===== src/rtl/tick_gen_pkg.sv =====
// Shared helpers for the multi-channel tick generator.
package tick_gen_pkg;

    // Helper arguments are passed at this fixed width, so DIV_W may not exceed it.
    localparam int SQ_W = 32;

    // Square-wave level for a given down-counter value and divisor.
    // The level is high while cnt >= floor(div/2), which gives ceil(div/2)
    // cycles high and floor(div/2) cycles low. A divisor of 0 means idle, so
    // the level is low.
    function automatic logic sq_level(input logic [SQ_W-1:0] cnt,
                                      input logic [SQ_W-1:0] div);
        return (div != '0) && (cnt >= (div >> 1));
    endfunction

    // Width of the channel-select field. It is at least one bit, even for a
    // single channel.
    function automatic int ch_idx_w(input int n);
        return (n > 1) ? $clog2(n) : 1;
    endfunction

endpackage


===== src/rtl/tick_gen_ch.sv =====
// One tick_gen channel: active and pending divisor, down-counter,
// tick strobe and square-wave output.
module tick_gen_ch
    import tick_gen_pkg::*;
#(
    parameter int               DIV_W   = 27,
    parameter logic [DIV_W-1:0] RST_DIV = DIV_W'(2)
) (
    input  logic             clk,
    input  logic             rst,
    input  logic             en_i,
    input  logic             restart_i,
    input  logic             wr_i,
    input  logic [DIV_W-1:0] wr_div_i,
    output logic             tick_o,
    output logic             sq_o,
    output logic             pend_o
);

    logic [DIV_W-1:0] div_act_q, div_act_d;
    logic [DIV_W-1:0] div_pend_q, div_pend_d;
    logic [DIV_W-1:0] cnt_q, cnt_d;
    logic [DIV_W-1:0] reload_div;
    logic             pend_q, pend_d;
    logic             tick_q, tick_d;
    logic             sq_q, sq_d;

    // Reload value for the counter. A divisor of 0 parks the counter at 0,
    // so it never underflows.
    function automatic logic [DIV_W-1:0] dec_sat(input logic [DIV_W-1:0] v);
        return (v == '0) ? '0 : v - DIV_W'(1);
    endfunction

    // Next-state logic. Priority is restart, then idle, then run.
    // A config write is folded into each branch.
    always_comb begin
        div_act_d  = div_act_q;
        div_pend_d = div_pend_q;
        pend_d     = pend_q;
        cnt_d      = cnt_q;
        tick_d     = 1'b0;
        sq_d       = sq_q;
        reload_div = '0;
        if (restart_i) begin
            // A write on the restart edge behaves like an already-pending
            // value, so it applies immediately.
            reload_div = wr_i ? wr_div_i : (pend_q ? div_pend_q : div_act_q);
            div_act_d  = reload_div;
            if (wr_i) div_pend_d = wr_div_i;
            pend_d     = 1'b0;
            cnt_d      = dec_sat(reload_div);
            sq_d       = (reload_div != '0);
        end else if (div_act_q == '0) begin
            // An idle channel has no period in flight, so a write takes effect at once.
            if (wr_i) begin
                div_act_d  = wr_div_i;
                div_pend_d = wr_div_i;
                pend_d     = 1'b0;
                cnt_d      = dec_sat(wr_div_i);
                sq_d       = sq_level(SQ_W'(cnt_d), SQ_W'(wr_div_i));
            end else begin
                cnt_d = '0;
                sq_d  = 1'b0;
            end
        end else begin
            if (wr_i) begin
                div_pend_d = wr_div_i;
                pend_d     = 1'b1;
            end
            if (en_i) begin
                if (cnt_q == '0) begin
                    // Wrap: switch to the pending divisor if one is waiting.
                    // A write on this same edge stays pending.
                    reload_div = pend_q ? div_pend_q : div_act_q;
                    tick_d     = 1'b1;
                    div_act_d  = reload_div;
                    cnt_d      = dec_sat(reload_div);
                    if (!wr_i) pend_d = 1'b0;
                end else begin
                    cnt_d = cnt_q - DIV_W'(1);
                end
                sq_d = sq_level(SQ_W'(cnt_d), SQ_W'(div_act_d));
            end
        end
    end

    // State registers, loaded with the channel's reset divisor.
    always_ff @(posedge clk) begin
        if (rst) begin
            div_act_q  <= RST_DIV;
            div_pend_q <= RST_DIV;
            cnt_q      <= dec_sat(RST_DIV);
            pend_q     <= 1'b0;
            tick_q     <= 1'b0;
            sq_q       <= 1'b0;
        end else begin
            div_act_q  <= div_act_d;
            div_pend_q <= div_pend_d;
            cnt_q      <= cnt_d;
            pend_q     <= pend_d;
            tick_q     <= tick_d;
            sq_q       <= sq_d;
        end
    end

    assign tick_o = tick_q;
    assign sq_o   = sq_q;
    assign pend_o = pend_q;

endmodule


===== src/rtl/tick_gen.sv =====
// Multi-channel tick / square-wave generator. It decodes config writes
// per channel and fans out the global en and restart.
module tick_gen
    import tick_gen_pkg::*;
#(
    parameter int                        NUM_CH      = 4,
    parameter int                        DIV_W       = 27,
    parameter logic [NUM_CH*DIV_W-1:0]   DEFAULT_DIV = {NUM_CH{DIV_W'(2)}}
) (
    input  logic                          clk,
    input  logic                          rst,
    input  logic                          en,
    input  logic                          restart,
    input  logic                          cfg_we,
    input  logic [ch_idx_w(NUM_CH)-1:0]   cfg_ch,
    input  logic [DIV_W-1:0]              cfg_div,
    output logic [NUM_CH-1:0]             tick,
    output logic [NUM_CH-1:0]             sq,
    output logic [NUM_CH-1:0]             cfg_pending
);

    localparam int CH_W = ch_idx_w(NUM_CH);

    logic [NUM_CH-1:0] wr;

    for (genvar gi = 0; gi < NUM_CH; gi++) begin : g_ch
        // Exact-match decode. Out-of-range channel numbers select nothing.
        assign wr[gi] = cfg_we && (cfg_ch == CH_W'(gi));

        tick_gen_ch #(
            .DIV_W   (DIV_W),
            .RST_DIV (DEFAULT_DIV[gi*DIV_W +: DIV_W])
        ) u_ch (
            .clk       (clk),
            .rst       (rst),
            .en_i      (en),
            .restart_i (restart),
            .wr_i      (wr[gi]),
            .wr_div_i  (cfg_div),
            .tick_o    (tick[gi]),
            .sq_o      (sq[gi]),
            .pend_o    (cfg_pending[gi])
        );
    end

endmodule

===== config.mk =====
export PLATFORM = sky130hd
export DESIGN_NAME = tick_gen
export DESIGN_NICKNAME = d
export VERILOG_FILES = /design/src/rtl/tick_gen_pkg.sv /design/src/rtl/tick_gen_ch.sv /design/src/rtl/tick_gen.sv
export SDC_FILE = /design/constraint.sdc
export NUM_CORES = 2
export LEC_CHECK = 0
export ABC_AREA = 1
export BUFFER_PORTS_ARGS = -buffer_cell sky130_fd_sc_hd__buf_2
export CAP_MARGIN = 20
export CELL_PAD_IN_SITES_DETAIL_PLACEMENT = 1
export CELL_PAD_IN_SITES_GLOBAL_PLACEMENT = 1
export CORE_UTILIZATION = 46
export CTS_CLUSTER_DIAMETER = 40
export CTS_CLUSTER_SIZE = 8
export DETAILED_ROUTE_END_ITERATION = 12
export GPL_TIMING_DRIVEN = 0
export HOLD_SLACK_MARGIN = 0.06
export MAX_ROUTING_LAYER = met4
export PLACE_DENSITY = 0.88
export SYNTH_ARGS = -nofsm -noshare
export SYNTH_HDL_FRONTEND = slang
export SYNTH_HIERARCHICAL = 1
export SYNTH_SLANG_ARGS = --single-unit

===== constraint.sdc =====
create_clock -name clk -period 3.9 [get_ports clk]
set_input_delay 0.78 -clock clk [delete_from_list [all_inputs] [get_ports clk]]
set_output_delay 0.78 -clock clk [all_outputs]
set_load 0.02 [all_outputs]

After elaboration in Yosys (flattened, before gate mapping). Cells that the tools add are included.

Flip-flop bits (word level): 336. Input bits: 34. Output and inout bits: 12. Word-level logic and storage cells: 228.

Add/sub/neg operators: 13. $lt $le $gt $ge: 5. Equal/unequal tests: 11. Muxes and demuxes: 125. Bitwise gates (word level): 1. Reduce and logical (&&, ||, !) cells: 49.

Operators by type and width (count): $mux 27 (81); $logic_not 27->1 (17); $sub 27x1->27 const B (13); $reduce_bool 27->1 (9); $ge 27x26->1 (5); $mux 1 (44); $reduce_or 4->1 (4); $ne 3x2->1 const B (4); $reduce_bool 3->1 (4); $logic_and 1x1->1 (9); $ne 2x1->1 const B (4); $reduce_and 2->1 (4); $eq 2x2->1 const B (2); $eq 2x1->1 const B (1); $logic_not 2->1 (1); $reduce_or 2->1 (1); $not 1->1 (1).

Logic depth before layout (Yosys ltp).
Depth after elaboration: 12. Gate-level depth with buffers: 33. Mapped depth without buffers: 31.

Cells and area by module. Netlist, hierarchy kept.

By module, submodules not included: tick_gen_ch at g_ch[0].u_ch (instances 1, cells an instance 1684, area an instance 9909.5 um^2, seq. area each 1681.6 um^2); tick_gen_ch at g_ch[3].u_ch (instances 1, cells an instance 1736, area an instance 9868.2 um^2, seq. area each 1681.6 um^2); tick_gen_ch at g_ch[2].u_ch (instances 1, cells an instance 1688, area an instance 9831.9 um^2, seq. area each 1681.6 um^2); tick_gen_ch at g_ch[1].u_ch (instances 1, cells an instance 1652, area an instance 9688.0 um^2, seq. area each 1681.6 um^2); tick_gen (instances 1, cells an instance 8, area an instance 30.0 um^2, seq. area each 0.0 um^2).

Worst setup path before layout. Ideal clock, no wire load.

Path type: reg2reg. Start point: register g_ch[3].u_ch.pend_q. End point: register g_ch[3].u_ch.sq_q. Setup time: 70 ps. Arrival time: 3320 ps. Required time: 3830 ps. Path slack: 510 ps. Cell stages (with the launch flop): 25. Path buffers: 2. Clock period less this slack: 3390 ps. Cells stage by stage: dfxtp_1 -> inv_2 -> buf_6 -> buf_6 -> o21ai_2 -> ha_1 -> nand3_1 -> nor2_1 -> nand3_1 -> inv_1 -> nand3_1 -> nor2_1 -> nand2_1 -> nand3_1 -> a21oi_1 -> ha_1 -> nand4_1 -> nor3_1 -> nand4_1 -> nor3b_1 -> nand2_1 -> nand2_1 -> nand2_1 -> nand3_1 -> a21oi_1.

Longest elaborated chain between the ends: 12. Elaborated cells between the ends (all ways): 20. Those cells by class: add/sub: 1; order compare: 1; mux: 14; reduce/logical: 4.

Ends and longest elaborated chain: start, declared (RTL line tick_gen_ch.sv:24) `logic pend_q, pend_d;`; start signal, assigned (RTL line tick_gen_ch.sv:100) `pend_q <= pend_d;`; $mux 27 * (RTL line tick_gen_ch.sv:47, tick_gen_ch.sv:74); $sub 27x1->27 or $logic_not 27->1 (tied branches) (RTL line tick_gen_ch.sv:31) `return (v == '0) ? '0 : v - DIV_W'(1);`; $mux 27 (RTL line tick_gen_ch.sv:31); $mux 27 (RTL line tick_gen_ch.sv:71) `if (cnt_q == '0) begin`; $mux 27 (RTL line tick_gen_ch.sv:70) `if (en_i) begin`; $mux 27 (RTL line tick_gen_ch.sv:53) `end else if (div_act_q == '0) begin`; $mux 27 (RTL line tick_gen_ch.sv:44) `if (restart_i) begin`; $ge 27x26->1 (RTL line tick_gen_pkg.sv:13) `return (div != '0) && (cnt >= (div >> 1));`; $logic_and 1x1->1 (RTL line tick_gen_pkg.sv:13); $mux 1 (RTL line tick_gen_ch.sv:70); $mux 1 (RTL line tick_gen_ch.sv:53); $mux 1 * (RTL line tick_gen_ch.sv:44); end signal, assigned (RTL line tick_gen_ch.sv:102) `sq_q <= sq_d;`; end, declared (RTL line tick_gen_ch.sv:26) `logic sq_q, sq_d;`.

Mark *: on every way between the ends. The rest lies on a longest branch, timed or not. The select of a mux whose other input is x is not followed. A chain may end at the register's enable or synchronous reset.

Worst setup path after layout.
Start point: register g_ch[0].u_ch.cnt_q[24]. End point: register g_ch[0].u_ch.sq_q.

Longest elaborated chain between the ends: 10. Elaborated cells between the ends (all ways): 16. Those cells by class: add/sub: 1; order compare: 1; mux: 11; reduce/logical: 3.

Ends and longest elaborated chain: start, declared (RTL line tick_gen_ch.sv:22) `logic [DIV_W-1:0] cnt_q, cnt_d;`; start signal, assigned (RTL line tick_gen_ch.sv:92) `cnt_q <= dec_sat(RST_DIV);`; start signal, assigned (RTL line tick_gen_ch.sv:99) `cnt_q <= cnt_d;`; $sub 27x1->27 or $logic_not 27->1 (tied branches) (RTL line tick_gen_ch.sv:80, tick_gen_ch.sv:71); $mux 27 (RTL line tick_gen_ch.sv:71); $mux 27 (RTL line tick_gen_ch.sv:70); $mux 27 (RTL line tick_gen_ch.sv:53); $mux 27 (RTL line tick_gen_ch.sv:44); $ge 27x26->1 or $reduce_bool 27->1 (tied branches) (RTL line tick_gen_pkg.sv:13); $logic_and 1x1->1 * (RTL line tick_gen_pkg.sv:13); $mux 1 * (RTL line tick_gen_ch.sv:70); $mux 1 * (RTL line tick_gen_ch.sv:53); $mux 1 * (RTL line tick_gen_ch.sv:44); end signal, assigned (RTL line tick_gen_ch.sv:102); end, declared (RTL line tick_gen_ch.sv:26).

Marked as above.

==> impl_metrics.env <==
export IMPL_outcome="finished with violations"
export IMPL_violations="setup timing"
export IMPL_ir_drop_mv=0.3117
export IMPL_layout_cells_non_filler=8178
export IMPL_syn_area_per_cell_um2=5.811
export IMPL_port_buffers=44
export IMPL_num_vias=51715
export IMPL_first_global_vias=50184
export IMPL_final_common_cell="nand2_1"
export IMPL_period_needed_ns=4.059
export IMPL_n_fill_cell=11878
export IMPL_relSlewSlack_pct=24.74
export IMPL_clkTransAtPathRegs_ns=0.05
export IMPL_synth_seq_cells=336
export IMPL_async_flop_share_pct=0
export IMPL_synth_area_mm2=0.03933
export IMPL_cap_violations=0
export IMPL_cts_tree="built"
export IMPL_numCtsBuffers=79
export IMPL_setup_viol=2
export IMPL_hold_buffers=0
export IMPL_synth_cell_types=68
export IMPL_min_period_over_period_pct=104.1
export IMPL_critPathRequiredTime_ns=4.45
export IMPL_max_freq_ghz=0.2464
export IMPL_yosys_warnings=6
export IMPL_cts_root_buf="clkbuf_16"
export IMPL_start_util_pct=46.77
export IMPL_place_congestion=1.096
export IMPL_clk_latency_ns=0.66
export IMPL_r2r_start="g_ch[0].u_ch/cnt_q[24]$_SDFFE_PP0P_"
export IMPL_layout_nets=7237
export IMPL_wl_per_cell_um=27.31
export IMPL_powerDensity_mw_per_mm2=381.3
export IMPL_dp_cells=7947
export IMPL_timing_rr_end="g_ch[0].u_ch/sq_o$_SDFFE_PP0P_"
export IMPL_final_core_util_pct=54.80
export IMPL_die_area_mm2=0.08667
export IMPL_area_growth_pct=17.16
export IMPL_whs_ns=0.4642
export IMPL_via_per_inst=6.324
export IMPL_grt_max_degree=27
export IMPL_rows=106
export IMPL_dpl_worst_slack_ns=-1.060
export IMPL_hold_end="g_ch[2].u_ch/div_pend_q[3]$_SDFFE_PP0P_"
export IMPL_coreArea_mm2=0.08409
export IMPL_pin_count=46
export IMPL_drc=0
export IMPL_drt_iter0_drc=6188
export IMPL_htree_levels=3
export IMPL_cts_sinks=336
export IMPL_drive_above_1_share_pct=13.24
export IMPL_dr_pass1_iters=9
export IMPL_synth_top_flop_cell="dfxtp_1"
export IMPL_slew_violations=0
export IMPL_antenna_found_initial=8
export IMPL_setup_slack_ns=-0.1588
export IMPL_seq_area_frac_synth_pct=17.10
export IMPL_syn_nets=7034
export IMPL_ant_nets=0
export IMPL_p_leak_nw=21.42
export IMPL_worstSetupEndpointType="flip-flop"
export IMPL_hold_depth=2
export IMPL_min_path_type="reg -> reg"
export IMPL_hold_violations=0
export IMPL_crit_fanout=10
export IMPL_ff2ff_setup_slack_ns=-0.16
export IMPL_hp_start="g_ch[2].u_ch/div_pend_q[3]$_SDFFE_PP0P_"
export IMPL_die_w_um=294.4
export IMPL_layout_common_cells="nand2_1, nor2_1, inv_1"
export IMPL_r2r_cells=25
export IMPL_syn_inst=6768
export IMPL_post_dp_hpwl_um=166000
export IMPL_synth_edff_count=0
export IMPL_clock_path_buffers=3
export IMPL_finalWirelength_um=223400
export IMPL_grt_pass1_wl_um=316600
export IMPL_finalClockSkew_ns=0.02889
export IMPL_rsz0062_at_grt="yes"
export IMPL_arrival_ns=4.61
export IMPL_crit_path_start_kind="flip-flop"
export IMPL_grt_overflow=0
export IMPL_tightest_slew_ns=1.127
export IMPL_criticalPathCategory="reg -> reg"
export IMPL_multiInputGateArea_mm2=0.02936
export IMPL_grtUsageTotal_pct=50.36
export IMPL_regArea_mm2=0.006733
export IMPL_fp_dieH_um=294.4
## flip-flops by register name, indices dropped and copies added (netlist names)
register / flops
g_ch.u_ch/tick_o: 4
g_ch.u_ch/div_act_q: 108
g_ch.u_ch/cnt_q: 108
g_ch.u_ch/pend_o: 4
g_ch.u_ch/sq_o: 4
g_ch.u_ch/div_pend_q: 108
## report_power, final
part,switching [mW],internal (mW)
registers,0.239,3.67
logic,4.54,1.85
clock network,2.39,4.88
## critical path, stage by stage (launching register included)
cell and delay, ns:
dfxtp_1 0.31, inv_1 0.18, nand2_1 0.12, nor2_2 0.32
nand3_1 0.21, nor2_4 0.24, buf_2 0.36, clkbuf_2 0.33
o22ai_1 0.17, ha_1 0.35, a21oi_1 0.18, nand2_1 0.10
nand2_1 0.10, nand3_2 0.12, nand2_1 0.09, nand2_1 0.06
nand2_1 0.05, nand2_1 0.06, nand2_1 0.06, nand2_1 0.05
nand2_1 0.09, nand2_1 0.08, nand3_2 0.09, nand3_1 0.10
nand2_1 0.08, inv_1 0.04
## cell usage after synthesis (14+ instances only)
cell type,number,share of area (%)
nor3_1,77,0.98
nand4_1,105,1.7
buf_6,35,1.0
o21ai_1,80,1.0
a21oi_1,539,6.9
buf_4,14,0.27
dfxtp_1,336,17
o21ai_2,52,1.2
nand3b_1,19,0.36
o21ai_0,384,4.9
a21boi_1,56,1.1
ha_1,232,7.4
inv_1,815,7.8
buf_2,46,0.59
xnor2_1,35,0.78
clkbuf_1,131,1.3
a21boi_2,30,0.86
nand3_1,381,4.8
o22ai_2,35,1.1
nor2_2,43,0.68
nor2_1,978,9.3
nand2_2,63,1.0
nor2_4,32,0.92
o211ai_1,48,0.92
o21a_1,28,0.53
xor2_1,223,5.0
nand2_1,1712,16
nor4_1,35,0.56
inv_2,29,0.28
o22ai_1,20,0.32
buf_1,19,0.18
## area by class of cell
cell class	count	area share [%]
antenna	10	0.05431
buffer	248	3.169
clock buffer	103	4.929
clock inverter	41	1.257
inverter	853	7.066
multi-input combinational	5330	63.72
sequential	336	14.61
tap	1134	3.079
timing repair buffer	123	2.110
## metal layers
metal	vias up	track usage, %	wire length [um]
met5	-	-	0
met4	0	34.17	18190
met3	1092	11.74	26720
met2	3452	74.69	94780
met1	24764	60.39	83670
li1	22407	-	-
## cell families (layout without fill, tap and decap cells)
kind of cell             after synthesis  in the layout  synth area share (%)
AND/OR/NAND/NOR                     3508           3509                 38.07
adder cells (fa/ha/maj)              232            232                 7.381
other                                  0             10                     0
XOR/XNOR                             258            258                 5.746
flip-flops                           336            336                 17.10
AO/OA/AOI/OAI                       1331           1331                 20.07
buffers and inverters               1103           1368                 11.63
## through the flow
step | TNS (ns) | instance area, um^2 | total power, mW
3_3_place_gp | -29.24 | 40970 | 9.358
3_5_place_dp | -34.29 | 40970 | 9.536
4_1_cts | 0 | 44420 | 16.91
6_report | -0.2744 | 46080 | 17.57
5_1_grt | -0.6313 | 46070 | 18.08
2_1_floorplan | 0 | 39330 | 7.518
## worst max path at each step
stage	slack, ns	from	to	cells after the start
final	-0.16	g_ch[0].u_ch/cnt_q[24]$_SDFFE_PP0P_	g_ch[0].u_ch/sq_o$_SDFFE_PP0P_	25
after floorplan	0.51	g_ch[3].u_ch/pend_o$_SDFFE_PP0P_	g_ch[3].u_ch/sq_o$_SDFFE_PP0P_	24
after global routing	-0.25	g_ch[0].u_ch/cnt_q[24]$_SDFFE_PP0P_	g_ch[0].u_ch/sq_o$_SDFFE_PP0P_	25
after detailed placement	-1.06	cfg_div[19]	g_ch[0].u_ch/sq_o$_SDFFE_PP0P_	28
after CTS	0.001	g_ch[2].u_ch/cnt_q[0]$_SDFFE_PP1P_	g_ch[2].u_ch/sq_o$_SDFFE_PP0P_	22
after global placement	-0.95	cfg_div[19]	g_ch[0].u_ch/sq_o$_SDFFE_PP0P_	28
## timing repair
| action | 4_1_cts | 5_1_grt |
|---|---|---|
| buffers inserted | 8 | 67 |
| gates cloned | 0 | 4 |
| pin swaps | 13 | 62 |
| endpoints found under the setup margin | 5 | 33 |
| gates resized for setup | 131 | 274 |
No activity file was read; power rests on OpenSTA's default activity.
